`src/rtl/isa_pkg.sv`:
```
// Shared ISA definitions: opcode/funct encodings, field widths, fetch state
// encoding and the decoded-field bundle used by fetch and decode.
package isa_pkg;

  localparam int OPC_W = 6;
  localparam int REG_W = 5;
  localparam int IMM_W = 16;
  localparam int TGT_W = 26;
  localparam int FN_W  = 6;

  localparam logic [OPC_W-1:0] OP_RTYPE = 6'b000000;
  localparam logic [OPC_W-1:0] OP_ADDI  = 6'b001000;
  localparam logic [OPC_W-1:0] OP_BEQ   = 6'b000100;
  localparam logic [OPC_W-1:0] OP_J     = 6'b000010;
  localparam logic [OPC_W-1:0] OP_LW    = 6'b100011;
  localparam logic [OPC_W-1:0] OP_SW    = 6'b101011;
  localparam logic [OPC_W-1:0] OP_BLE   = 6'b100001;

  localparam logic [FN_W-1:0] FN_ADD = 6'b100000;
  localparam logic [FN_W-1:0] FN_SUB = 6'b100010;

  localparam logic [1:0] ST_SETTLE = 2'd0;
  localparam logic [1:0] ST_FETCH  = 2'd1;
  localparam logic [1:0] ST_HALT   = 2'd2;

  typedef struct packed {
    logic [OPC_W-1:0] opcode;
    logic [REG_W-1:0] rs;
    logic [REG_W-1:0] rt;
    logic [REG_W-1:0] rd;
    logic [IMM_W-1:0] imm;
    logic [TGT_W-1:0] target;
  } instr_fields_t;

endpackage

```
`src/rtl/instr_field_split.sv`:
```
// Purely combinational MIPS-style field slicer; shared by fetch and decode.
module instr_field_split
  import isa_pkg::*;
(
  input  logic [31:0]   instr,
  output instr_fields_t fields
);

  always_comb begin
    fields.opcode = instr[31:26];
    fields.rs     = instr[25:21];
    fields.rt     = instr[20:16];
    fields.rd     = instr[15:11];
    fields.imm    = instr[15:0];
    fields.target = instr[25:0];
  end

endmodule

```
`src/rtl/instr_fetch_unit.sv`:
```
// Fetch stage: owns the PC, drives imem_addr directly from it, registers the
// returned word and exposes its fields; handles stall, redirect, wrap and halt.
module instr_fetch_unit
  import isa_pkg::*;
#(
  parameter int                ADDR_W    = 9,
  parameter int                DATA_W    = 32,
  parameter logic [ADDR_W-1:0] START_PC  = 9'd1,
  parameter logic [DATA_W-1:0] HALT_WORD = 32'h0000_0000
) (
  input  logic              clk,
  input  logic              reset,
  output logic [ADDR_W-1:0] imem_addr,
  input  logic [DATA_W-1:0] imem_rdata,
  input  logic              stall,
  input  logic              redirect_valid,
  input  logic [ADDR_W-1:0] redirect_pc,
  output logic              if_valid,
  output logic [DATA_W-1:0] if_instr,
  output logic [ADDR_W-1:0] if_pc,
  output logic [ADDR_W-1:0] if_pc_plus1,
  output logic [5:0]        if_opcode,
  output logic [4:0]        if_rs,
  output logic [4:0]        if_rt,
  output logic [4:0]        if_rd,
  output logic [15:0]       if_imm,
  output logic [25:0]       if_target,
  output logic              halted
);

  logic [1:0]        state;
  logic [ADDR_W-1:0] pc;
  logic              halt_seen;
  instr_fields_t     fields;

  assign imem_addr   = pc;
  assign if_pc_plus1 = if_pc + ADDR_W'(1);
  // if_valid qualifies the match: the reset value of if_instr equals HALT_WORD
  assign halt_seen   = if_valid && (if_instr == HALT_WORD);

  always_ff @(posedge clk or posedge reset) begin
    if (reset) begin
      state    <= ST_SETTLE;
      pc       <= START_PC;
      if_valid <= 1'b0;
      if_instr <= '0;
      if_pc    <= '0;
      halted   <= 1'b0;
    end else begin
      case (state)
        ST_SETTLE: state <= ST_FETCH;
        ST_FETCH: begin
          if (redirect_valid) begin
            pc       <= redirect_pc;
            if_valid <= 1'b0;
          end else if (!stall) begin
            if (halt_seen) begin
              state    <= ST_HALT;
              halted   <= 1'b1;
              if_valid <= 1'b0;
            end else begin
              if_instr <= imem_rdata;
              if_pc    <= pc;
              if_valid <= 1'b1;
              pc       <= pc + ADDR_W'(1);
            end
          end
        end
        default: ; // HALT: only reset leaves
      endcase
    end
  end

  instr_field_split u_split (
    .instr  (if_instr[31:0]),
    .fields (fields)
  );

  assign if_opcode = fields.opcode;
  assign if_rs     = fields.rs;
  assign if_rt     = fields.rt;
  assign if_rd     = fields.rd;
  assign if_imm    = fields.imm;
  assign if_target = fields.target;

endmodule

```
`config.mk`:
```
export PLATFORM = sky130hd
export DESIGN_NAME = instr_fetch_unit
export DESIGN_NICKNAME = d
export VERILOG_FILES = /design/src/rtl/isa_pkg.sv /design/src/rtl/instr_field_split.sv /design/src/rtl/instr_fetch_unit.sv
export SDC_FILE = /design/constraint.sdc
export NUM_CORES = 1
export LEC_CHECK = 0
export ABC_AREA = 1
export CAP_MARGIN = 15
export CORE_ASPECT_RATIO = 0.6
export CORE_UTILIZATION = 24
export CTS_BUF_LIST = sky130_fd_sc_hd__clkbuf_16
export CTS_CLUSTER_DIAMETER = 40
export CTS_CLUSTER_SIZE = 20
export DETAILED_ROUTE_END_ITERATION = 16
export GPL_TIMING_DRIVEN = 0
export PLACE_DENSITY_LB_ADDON = 0.05
export SLEW_MARGIN = 20
export SYNTH_ARGS = -nofsm -noshare
export SYNTH_HDL_FRONTEND = slang
export SYNTH_SLANG_ARGS = --single-unit
```
`constraint.sdc`:
```
create_clock -name clk -period 2.2 [get_ports clk]
set_clock_uncertainty 0.1 [all_clocks]
set_input_delay 0.44 -clock clk [delete_from_list [all_inputs] [get_ports clk]]
set_output_delay 0.44 -clock clk [all_outputs]
set_load 0.01 [all_outputs]
```
=== Yosys cells after proc, flatten, opt, wreduce, memory -nomap -nowiden ===
Cells that the tools add are included.

* Register bits: 54
* Input port bits: 45

* $add $sub $neg: 2
* Eq/ne operators: 6
* Multiplexer cells: 10
* Bitwise operators: 3
* Reductions and logical operators: 9

{| class="wikitable"
|+ Operators by type and width
! operator !! number
|-
| 32-bit logical NOT || 1
|-
| 9-bit two-way mux || 3
|-
| 9-bit by 1-bit adder with 9-bit output (second input constant) || 2
|-
| 4-bit AND reduction || 3
|-
| 2-bit inequality test (second input constant) || 4
|-
| 2-bit two-way mux || 3
|-
| 2-bit case mux with 2 select lines || 1
|-
| 1-bit two-way mux || 3
|-
| 1-bit NOT || 3
|-
| 3-bit AND reduction || 1
|-
| 2-bit by 1-bit equality test with 1-bit output (second input constant) || 1
|-
| 2-bit logical NOT || 1
|-
| 2-bit by 1-bit inequality test with 1-bit output (second input constant) || 1
|-
| 2-bit AND reduction || 1
|-
| 2-bit nonzero test || 1
|-
| 1-bit logical AND || 1
|}

=== Depth between registers and ports, before layout ===
Gate-level depths: netlist (run 1).

* Depth after elaboration: 6
* Gate-level depth with buffers: 11
* Gate-level depth less buffers: 9

=== Cells and area by module ===
Synthesis (run 1) repeated with hierarchy kept, for this count alone.

* Cells, all modules: 402
* Area total of the unflattened synthesis: 3,128.0 µm²

{| class="wikitable"
|+ Modules (own cells, without submodules)
! module !! times used !! cells each !! area each (µm²) !! sequential area each (µm²)
|-
| instr_fetch_unit || 1 || 339 || 2,655.0 || 1,352.5
|-
| instr_field_split || 1 || 63 || 473.0 || 0.0
|}

=== Least setup slack after synthesis (run 1) ===
OpenSTA, ideal clock, no wires.

* Kind: reg-to-output
* Start: reg if_pc[0]
* End: out if_pc_plus1[8]
* Arrival time: 1.383 ns
* Path slack: 0.277 ns
* Stages on the path, launching flop included: 6
* Buffers on the path: 0
* Path through: dfrtp_1 > ha_1 > nand3_1 > nor3b_1 > nand3_1 > xnor2_1

* Cells in the longest elaborated chain, start to end: 1

{| class="wikitable"
|+ Ends and longest elaborated chain
! what !! RTL line !! RTL
|-
| start, declared || instr_fetch_unit.sv:20 || <nowiki>output logic [ADDR_W-1:0] if_pc,</nowiki>
|-
| start signal, assigned || instr_fetch_unit.sv:63 || <nowiki>if_pc <= pc;</nowiki>
|-
| 9-bit by 1-bit adder with 9-bit output || instr_fetch_unit.sv:37 || <nowiki>assign if_pc_plus1 = if_pc + ADDR_W'(1);</nowiki>
|-
| end, declared || instr_fetch_unit.sv:21 || <nowiki>output logic [ADDR_W-1:0] if_pc_plus1,</nowiki>
|}

No other way between the ends.

=== Worst setup path after layout (run 1) ===
* Start: reg if_pc[1]
* End: out if_pc_plus1[8]

Same word-level chain as after synthesis.

==> results of run 1 <==
-- stage by stage --
step | setup WS (ns) | TNS [ns] | area [sq um] | hold WS [ns]
finish | -0.0571 | -0.0722 | 5300 | 0.360
global route | -0.155 | -0.417 | 5300 | 0.389
CTS | -0.145 | -0.334 | 5260 | 0.369
detailed placement | -0.541 | -4.27 | 5040 | 0.361
global placement | -0.867 | -49.82 | 5020 | 0.352
floorplan | 0.277 | 0 | 3130 | 0.334
-- final cells by class --
cell class | count | area (sq um)
fill | 1267 | 7070
timing repair buffer | 176 | 1740
sequential | 54 | 1350
multi-input combinational | 250 | 1210
buffer | 76 | 548
tap | 165 | 206
clock buffer | 5 | 125
inverter | 22 | 85.1
clock inverter | 3 | 37.5
-- metal layers --
| metal | vias up | global-route usage |
|---|---|---|
| met2 | 120 | 0.218 |
| met3 | 8 | 0.0364 |
| met1 | 1441 | 0.227 |
| li1 | 1571 | - |
| met5 | - | 0 |
| met4 | 0 | 0.0332 |
-- how the worst max path moves through the flow --
stage / from / endpoint / slack [ns] / cells after the start
4_1_cts: if_pc[1]$_DFFE_PP0P_ / if_pc_plus1[8] / -0.14 / 7
6_report: if_pc[1]$_DFFE_PP0P_ / if_pc_plus1[8] / -0.06 / 7
2_1_floorplan: if_pc[0]$_DFFE_PP0P_ / if_pc_plus1[8] / 0.28 / 5
3_5_place_dp: if_pc[0]$_DFFE_PP0P_ / if_pc_plus1[8] / -0.54 / 6
3_3_place_gp: reset / if_instr[27]$_DFFE_PP0P_ / -0.87 / 2
5_1_grt: if_pc[1]$_DFFE_PP0P_ / if_pc_plus1[8] / -0.15 / 7
-- worst max-delay path, cell delays in order (launching register included) --
cell                      delay (ns)
sky130_fd_sc_hd__dfrtp_1        0.41
sky130_fd_sc_hd__ha_4           0.17
sky130_fd_sc_hd__nand3_4        0.09
sky130_fd_sc_hd__nor3b_4        0.24
sky130_fd_sc_hd__buf_4          0.15
sky130_fd_sc_hd__nand3_2        0.07
sky130_fd_sc_hd__xnor2_1        0.15
sky130_fd_sc_hd__buf_2          0.14
-- cell usage after synthesis, types with 3 or more instances --
cell type | instances | area [sq um]
sky130_fd_sc_hd__clkbuf_1 | 5 | 18.8
sky130_fd_sc_hd__nor2_1 | 24 | 90.1
sky130_fd_sc_hd__buf_6 | 3 | 33.8
sky130_fd_sc_hd__nand3_1 | 57 | 285
sky130_fd_sc_hd__buf_4 | 63 | 473
sky130_fd_sc_hd__inv_1 | 21 | 78.8
sky130_fd_sc_hd__buf_2 | 3 | 15.0
sky130_fd_sc_hd__nand4_1 | 3 | 18.8
sky130_fd_sc_hd__dfrtp_1 | 53 | 1330
sky130_fd_sc_hd__nand2_1 | 131 | 492
sky130_fd_sc_hd__o21ai_0 | 10 | 50.1
sky130_fd_sc_hd__xor2_1 | 5 | 43.8
-- sequential cells by signal, indices dropped and copies added (netlist names) --
signal,cells
if_instr,32
state,2
imem_addr,9
if_pc,9
halted,1
if_valid,1
-- what timing repair did --
item                                    4_1_cts  5_1_grt
resized for setup                            24        7
buffers inserted                              5        2
pin swaps                                     3        4
endpoints found under the setup margin        6        4
-- power by group --
part	total, mW	switching, mW	internal (mW)	leakage (nW)
clock network	0.890	0.360	0.530	0.0826
registers	1.44	0.268	1.17	0.670
logic	1.82	0.691	1.13	1.81
-- kinds of logic (layout without fill, tap and decap cells) --
| logic type | count (synthesis) | after routing | synth area share |
|---|---|---|---|
| simple gates | 227 | 227 | 0.315 |
| buf+inv | 98 | 282 | 0.202 |
| flops | 54 | 54 | 0.432 |
| compound gates | 14 | 14 | 0.0236 |
| xor+xnor | 7 | 7 | 0.0196 |
| fa+ha+maj | 2 | 2 | 0.00800 |
==> out/results.txt, run 1 <==
Number of hold-repair buffers added at the cts stage: 0. The tools report the number of H-tree levels as 2. For the worst-skew pair, the clock arrives at the later sink with an insertion delay of 0.30 ns.

The number of nets in the final layout is 632. For this block, wires on met1 add up to 5.27 mm. Share of the clock period used by the worst path: 1.03. The overall die height is 90.4 microns.

The clock root buffer master is sky130_fd_sc_hd__clkbuf_16. The run gives 736 as the placed cell count. The sum of routed wire length over all layers is 10.3 mm. The min-delay analysis places its worst path in the category in -> async. Averaged over all synthesized cells, the footprint is 7.78 sq um.

Dividing the detail-routed via count by the number of cells gives 4.18. TritonCTS built the clock tree. The post-route minimum period was 2.26 ns. In this run, synthesis inferred 0 flip-flops with an integrated enable. The async set-or-reset flop fraction in the synthesized netlist is 1.00, and the via count is 3140. Setup violations remaining at the end of the flow were counted as 2. The count of buffers added on input and output ports is 168. The overall fraction of global-route tracks in use was 0.152. The highest metal layer carrying signal wires in the routed design is met4. The type of origin of the critical path was a register.

The tools report the post-layout total power as 4.15 mW. Synthesis inferred 54 register bits. The largest net degree at the start of global routing is 32, and the number of cells traversed by the worst register-to-register path is 8. Detailed placement finished with a half-perimeter wire length of 7.73 mm.

In the routed design, unresolved DRC markers number 0. The maximum vdd drop is 0.000356 V, and the highest fanout seen on the critical path is 2. The clock net in this run drives a total of 54 sinks. Relative to the synthesized area, the layout overhead comes to 69.5%. The checks that failed: negative setup slack.

After detailed routing, the met2 layer carries 4.17 mm of wire. Reg-to-reg critical path endpoint: if_instr[23]$_DFFE_PP0P_. Detailed routing placed a total of 738 microns of wire on met3. The critical path start-end classification is reg -> out.

Across the run, the number of max-cap violations was 0. For the post-layout utilization of the core, the log shows 0.429. The initial antenna violation count is 0. The DRC violation total after the first TritonRoute iteration was 130. For the number of distinct library cells after synthesis, the log shows 29. The final global-route overflow total is 0, and the count of boundary I/O pins is 169. Area inside the core boundary: 0.0124 sq mm. The worst register-to-register path has a setup slack of 0.25 ns.

The clock transition at the register clock pins on the worst setup and hold paths after CTS works out to 0.07 ns. The routed wire length per instance was 13.7 microns; the number of global-route vias before repair was 2880. For the pin with the worst max-slew slack, the measured transition is 0.503 ns.

The worst setup slack after layout was -0.0571 ns; the remaining max-slew budget at the tightest pin was 0.665. 0 antenna diodes ended up in the layout. Timing would allow up to 443 MHz. The max-slew violation count was 0; the leakage power was 2.56 nW.

In this run the deepest clock path goes through 2 buffers. Die outline width: 149 microns. Leaving out fill and tap cells, the most frequent cell in the layout is sky130_fd_sc_hd__clkdlybuf4s50_1.

The die covers 0.0135 sq mm. The flow ran to the end, but the final reports show violations. The run gives 4 as the number of optimization iterations in the first detailed-route pass. The hold violation count in the final report came out at 0.

The worst register-to-register path begins at if_instr[4]$_DFFE_PP0P_. For this design the ratio of total power to cell area is 782 mW/mm^2. Counting every net in the synthesized netlist gives 449. For the post-synthesis cell count, the log shows 402.

Setup repair after global routing could not meet its margin everywhere. Number of cells in the finished layout apart from fillers: 751. The count of nets left with antenna violations after detail routing came out at 0. In the synthesized netlist the dominant register cell turns out to be sky130_fd_sc_hd__dfrtp_1. Share of cells above drive strength 1: 0.181. STA puts the critical path data arrival time at 1.72 ns.

For the CTS buffer count, the log shows 5. The library cells used most frequently in the layout, excluding fill and tap cells, are sky130_fd_sc_hd__clkdlybuf4s50_1, sky130_fd_sc_hd__nand2_1, sky130_fd_sc_hd__buf_4. Post-synthesis instance area: 0.00313 sq mm. The tools report the capturing element type of the critical path as an output port. The first-pass GRT wire length is 15.9 mm, and the data required time of the critical path is 1.66 ns.

The initial cell density of the core is 0.253, and the sequential-to-total area share from yosys stat is 0.432. For the last weighted congestion value of the routability-driven placer, the log shows 0.765. The logs give 0 for the synthesis warning total and 31 for the row count.
Note: power is estimated with default switching activity, not from simulation.
==> inputs of run 2 (changes only) <==
ABC_AREA = 0   (was 1)
CAP_MARGIN = 20   (was 15)
CORE_ASPECT_RATIO = not set   (was 0.6)
==> out/results.txt, run 2 <==
The number of I/O port buffers is 168 (unchanged), and the fmax is 465 MHz (was 443 MHz). For the hold violation count in the final report, the log shows 0 (unchanged). The post-synthesis instance area was 0.00312 sq mm (was 0.00313 sq mm). Synth top cells by count: sky130_fd_sc_hd__buf_4, sky130_fd_sc_hd__dfrtp_1, sky130_fd_sc_hd__mux2_4 (was sky130_fd_sc_hd__nand2_1, sky130_fd_sc_hd__buf_4, sky130_fd_sc_hd__nand3_1).

The logs give 169 (unchanged) for the count of boundary I/O pins and 0 (unchanged) for the number of max-cap violations. Most common cell in the synthesized netlist: sky130_fd_sc_hd__buf_4 (was sky130_fd_sc_hd__nand2_1). The flip-flop and latch count after synthesis was 54 (unchanged); the largest net degree at the start of global routing was 55 (was 32). The remaining max-slew budget at the tightest pin was 0.385 (was 0.665); the CTS buffer count was 5 (unchanged). The top cell type's share of synthesized area is 0.426 (was 0.424), and the number of distinct library cells after synthesis is 46 (was 29). The run gives 2.22 ns (was 1.72 ns) as the critical path data arrival time. The number of setup violations in the final report came out at 0 (was 2). Setup repair after global routing could not meet its margin everywhere.

The run gives 4 (unchanged) as the number of optimization iterations in the first detailed-route pass. The most common cell after layout, fill and taps aside was sky130_fd_sc_hd__clkdlybuf4s50_1 (unchanged). The routed wire length per instance was 15.1 microns (was 13.7 microns); the initial antenna violation count was 0 (unchanged). The clock transition at the register clock pins on the worst setup and hold paths after CTS works out to 0.07 ns (about the same).

The final global-route overflow total is 0 (unchanged). The logs give 274 (was 402) for the post-synthesis cell count and 0.446 (was 0.439) for the combinational share of power. The tools report the maximum vdd drop as 0.000317 V (was 0.000356 V). For the clock insertion delay at the later pin of the skew report, the log shows 0.29 ns (was 0.30 ns). Capturing element type of the critical path: a register (was an output port). Highest-count cells in the layout ignoring fill and taps: sky130_fd_sc_hd__clkdlybuf4s50_1, sky130_fd_sc_hd__buf_4, sky130_fd_sc_hd__dfrtp_1 (was sky130_fd_sc_hd__clkdlybuf4s50_1, sky130_fd_sc_hd__nand2_1, sky130_fd_sc_hd__buf_4).

The die area was 0.0134 sq mm (was 0.0135 sq mm). The share of the synthesized netlist area taken by xor and xnor gates was 0.0197 (was 0.0196). The tools report the maximum buffer depth of the clock tree as 2 (unchanged). The synthesized-area fraction occupied by ao, oa, aoi and oai cells came out at 0.105 (was 0.0236). The switching power is 1.18 mW (was 1.32 mW), and the proportion of total power due to net switching is 0.304 (was 0.318). The average instance area after synthesis is 11.4 sq um (was 7.78 sq um), and the number of cells in the finished layout apart from fillers is 627 (was 751). The first-pass GRT wire length is 14.5 mm (was 15.9 mm). The run gives 0 (unchanged) as the count of nets left with antenna violations after detail routing. The run gives 0.247 (was 0.253) as the initial cell density of the core. TritonCTS built the clock tree.

The area growth from synthesis to final layout works out to 69.0% (was 69.5%). Cell with the biggest individual delay on the critical path: sky130_fd_sc_hd__or3_1 (was sky130_fd_sc_hd__dfrtp_1). Worst hold-check path type: reg -> reg (was in -> async). The last weighted congestion value of the routability-driven placer came out at 0.806 (was 0.765).

The via count was 2694 (was 3140). The dominant combinational cell family by area after synthesis was buffers and inverters (was simple AND/OR/NAND/NOR gates). The stage delay of the slowest cell on the critical path works out to 0.50 ns (was 0.41 ns). The share of cells above drive strength 1 is 0.288 (was 0.181), and the post-route minimum period is 2.15 ns (was 2.26 ns). The per-cell via count in the routed design was 4.30 (was 4.18). The flip-flop count of the largest register after layout was 32 (unchanged); the async set-or-reset flop fraction in the synthesized netlist was 1.00 (unchanged).

The row count was 41 (was 31). The logs give 614 (was 736) for the placed cell count and 7.23 mm (was 7.73 mm) for the detailed placer's ending HPWL. The DRC violation total after the first TritonRoute iteration was 89 (was 130).

The adder and majority gate portion of the synthesized area came out at 0.00803 (was 0.00800). The power per cell area was 739 mW/mm^2 (was 782 mW/mm^2). Part of the power in registers: 0.360 (was 0.346). The max-slew violation count was 0 (unchanged).

For the antenna diode count, the log shows 0 (unchanged). The overall fraction of global-route tracks in use came out at 0.144 (was 0.152). The cell type group with the largest total delay on the critical path was simple AND/OR/NAND/NOR gates (was flip-flops). The tools report the post-layout total power as 3.89 mW (was 4.15 mW). Share of the clock period used by the worst path: 0.978 (was 1.03). The tools report the net count of the mapped netlist as 321 (was 449).

The portion of netlist area occupied by mux cells was 0.131 (was 0); the leakage power was 2.28 nW (was 2.56 nW). Number of flops mapped to enable cells by yosys: 0 (unchanged). The internal power consumption is 2.71 mW (was 2.83 mW), and the clock net sink count is 54 (unchanged). The tools report the sum of routed wire length over all layers as 9.49 mm (was 10.3 mm). For the number of H-tree levels, the log shows 2 (unchanged). Top cells by area, synth: sky130_fd_sc_hd__dfrtp_1, sky130_fd_sc_hd__buf_4, sky130_fd_sc_hd__mux2_4 (was sky130_fd_sc_hd__dfrtp_1, sky130_fd_sc_hd__nand2_1, sky130_fd_sc_hd__buf_4). The run gives 0 (unchanged) as the synthesis warning total. For the number of global-route vias before repair, the log shows 2594 (was 2880).

The overall die height came out at 116 microns (was 90.4 microns). For the area inside the core boundary, the log shows 0.0126 sq mm (was 0.0124 sq mm). For the data required time of the critical path, the log shows 2.27 ns (was 1.66 ns). The die outline width is 116 microns (was 149 microns), and the highest fanout seen on the critical path is 10 (was 2). The type of origin of the critical path was an input port (was a register).

Critical path start-end classification: in -> reg (was reg -> out). The sequential-to-total area share from yosys stat was 0.434 (was 0.432); the slew at the pin closest to its max-slew limit was 0.916 ns (was 0.503 ns). The DRC violation count after routing is 0 (unchanged). The flow ran to the end, and the final reports show no timing, DRC or antenna violations.

The cell type contributing the most total cell area after synthesis was sky130_fd_sc_hd__dfrtp_1 (unchanged). Clock root buffer master: sky130_fd_sc_hd__clkbuf_16 (unchanged). Cells along the critical path: clkdlybuf4s50_1, or3_1, nor2_4, buf_6, mux2_4 (was ha_4, nand3_4, nor3b_4, buf_4, nand3_2, xnor2_1, buf_2). Clock power share: 0.194 (was 0.215). The buffer and inverter count on the worst path was 2 (unchanged).

Top register by number of flip-flops: if_instr (unchanged). The worst hold margin was 0.376 ns (was 0.360 ns); the number of nets in the final layout was 501 (was 632). The simple-gate share of the synthesized area works out to 0.125 (was 0.315). The most used flip-flop cell after synthesis was sky130_fd_sc_hd__dfrtp_1 (unchanged).
run 2: changes by cell type after synthesis, moves of 5 or more:
cell and change:
sky130_fd_sc_hd__or3_1 +8, sky130_fd_sc_hd__nor2_1 -14, sky130_fd_sc_hd__and3_1 +5, sky130_fd_sc_hd__nand4_1 +5, sky130_fd_sc_hd__o21ai_0 -6, sky130_fd_sc_hd__inv_1 -17, sky130_fd_sc_hd__mux2_4 +25, sky130_fd_sc_hd__a22o_1 +13
sky130_fd_sc_hd__nor4_1 +11, sky130_fd_sc_hd__nand3_1 -54, sky130_fd_sc_hd__nand2_1 -129
run 2: final cells by class:
type                            instances  area (sq um)
Buffer                                 70           528
Clock buffer                            5           125
Clock inverter                          3          12.5
Fill cell                            1262          7350
Inverter                                5          21.3
Multi-Input combinational cell        143          1270
Sequential cell                        54          1360
Tap cell                              172           215
Timing Repair Buffer                  175          1730
run 2: final timing paths:
kind                                     startpoint                        to  slack (ns)  depth (start not counted)
max in group asynchronous                     reset      if_pc[1]$_DFFE_PP0P_        0.98                          2
max reg2reg                if_instr[30]$_DFFE_PP0P_      if_pc[4]$_DFFE_PP0P_        0.06                          6
min                            state[1]$_DFFE_PP0P_      state[1]$_DFFE_PP0P_        0.38                          1
min reg2reg                    state[1]$_DFFE_PP0P_      state[1]$_DFFE_PP0P_        0.38                          1
min in group asynchronous                     reset  if_instr[29]$_DFFE_PP0P_        0.52                          2
max                                           stall      if_pc[4]$_DFFE_PP0P_        0.05                          5
run 2: worst register-to-register path, cell delays in order, from the launching register on:
cell and delay (ns):
sky130_fd_sc_hd__dfrtp_2 0.44, sky130_fd_sc_hd__nor4_4 0.37, sky130_fd_sc_hd__nand4_1 0.24, sky130_fd_sc_hd__nor3_4 0.31, sky130_fd_sc_hd__nor2_4 0.10, sky130_fd_sc_hd__buf_6 0.18, sky130_fd_sc_hd__mux2_4 0.30
run 2: power by group through the flow:
stage | sequential, mW | combinational, mW | clock, mW
after floorplan | 1.42 | 0.733 | 0
after global placement | 1.43 | 1.69 | 0
after detailed placement | 1.43 | 1.70 | 0
after CTS | 1.40 | 1.76 | 0.794
after global routing | 1.44 | 1.85 | 0.824
final | 1.40 | 1.74 | 0.755
run 2: metrics by stage:
stage	setup TNS [ns]	area (sq um)	utilization	worst slack, ns
6_report	0	5270	0.417	0.0479
5_1_grt	-1.72	5270	0.417	-0.0681
4_1_cts	0	5250	0.416	0.00285
3_5_place_dp	-19.59	5010	0.397	-0.515
3_3_place_gp	-63.27	5010	0.397	-0.813
2_1_floorplan	0	3120	-	0.201
run 2: cell families (layout without fill, tap and decap cells):
group           Yosys count  in the layout
compound gates           42             42
xor+xnor                  7              7
fa+ha+maj                 2              2
buf+inv                  77            258
flops                    54             54
mux                      28             28
simple gates             64             64
run 2: timing repair:
action                                  in CTS  in global routing
pin swaps                                    2                  6
hold endpoints to repair                     0                  0
hold buffers                                 0                  0
resized for setup                           15                 14
endpoints found under the setup margin      57                 43
setup buffers                                7                  0
run 2: routing by layer:
layer | wire length (microns) | track usage | vias up
li1 | - | - | 1297
met1 | 4120 | 0.182 | 1270
met2 | 4600 | 0.244 | 120
met3 | 680 | 0.0371 | 7
met4 | 87 | 0.0350 | 0
met5 | 0 | 0 | -
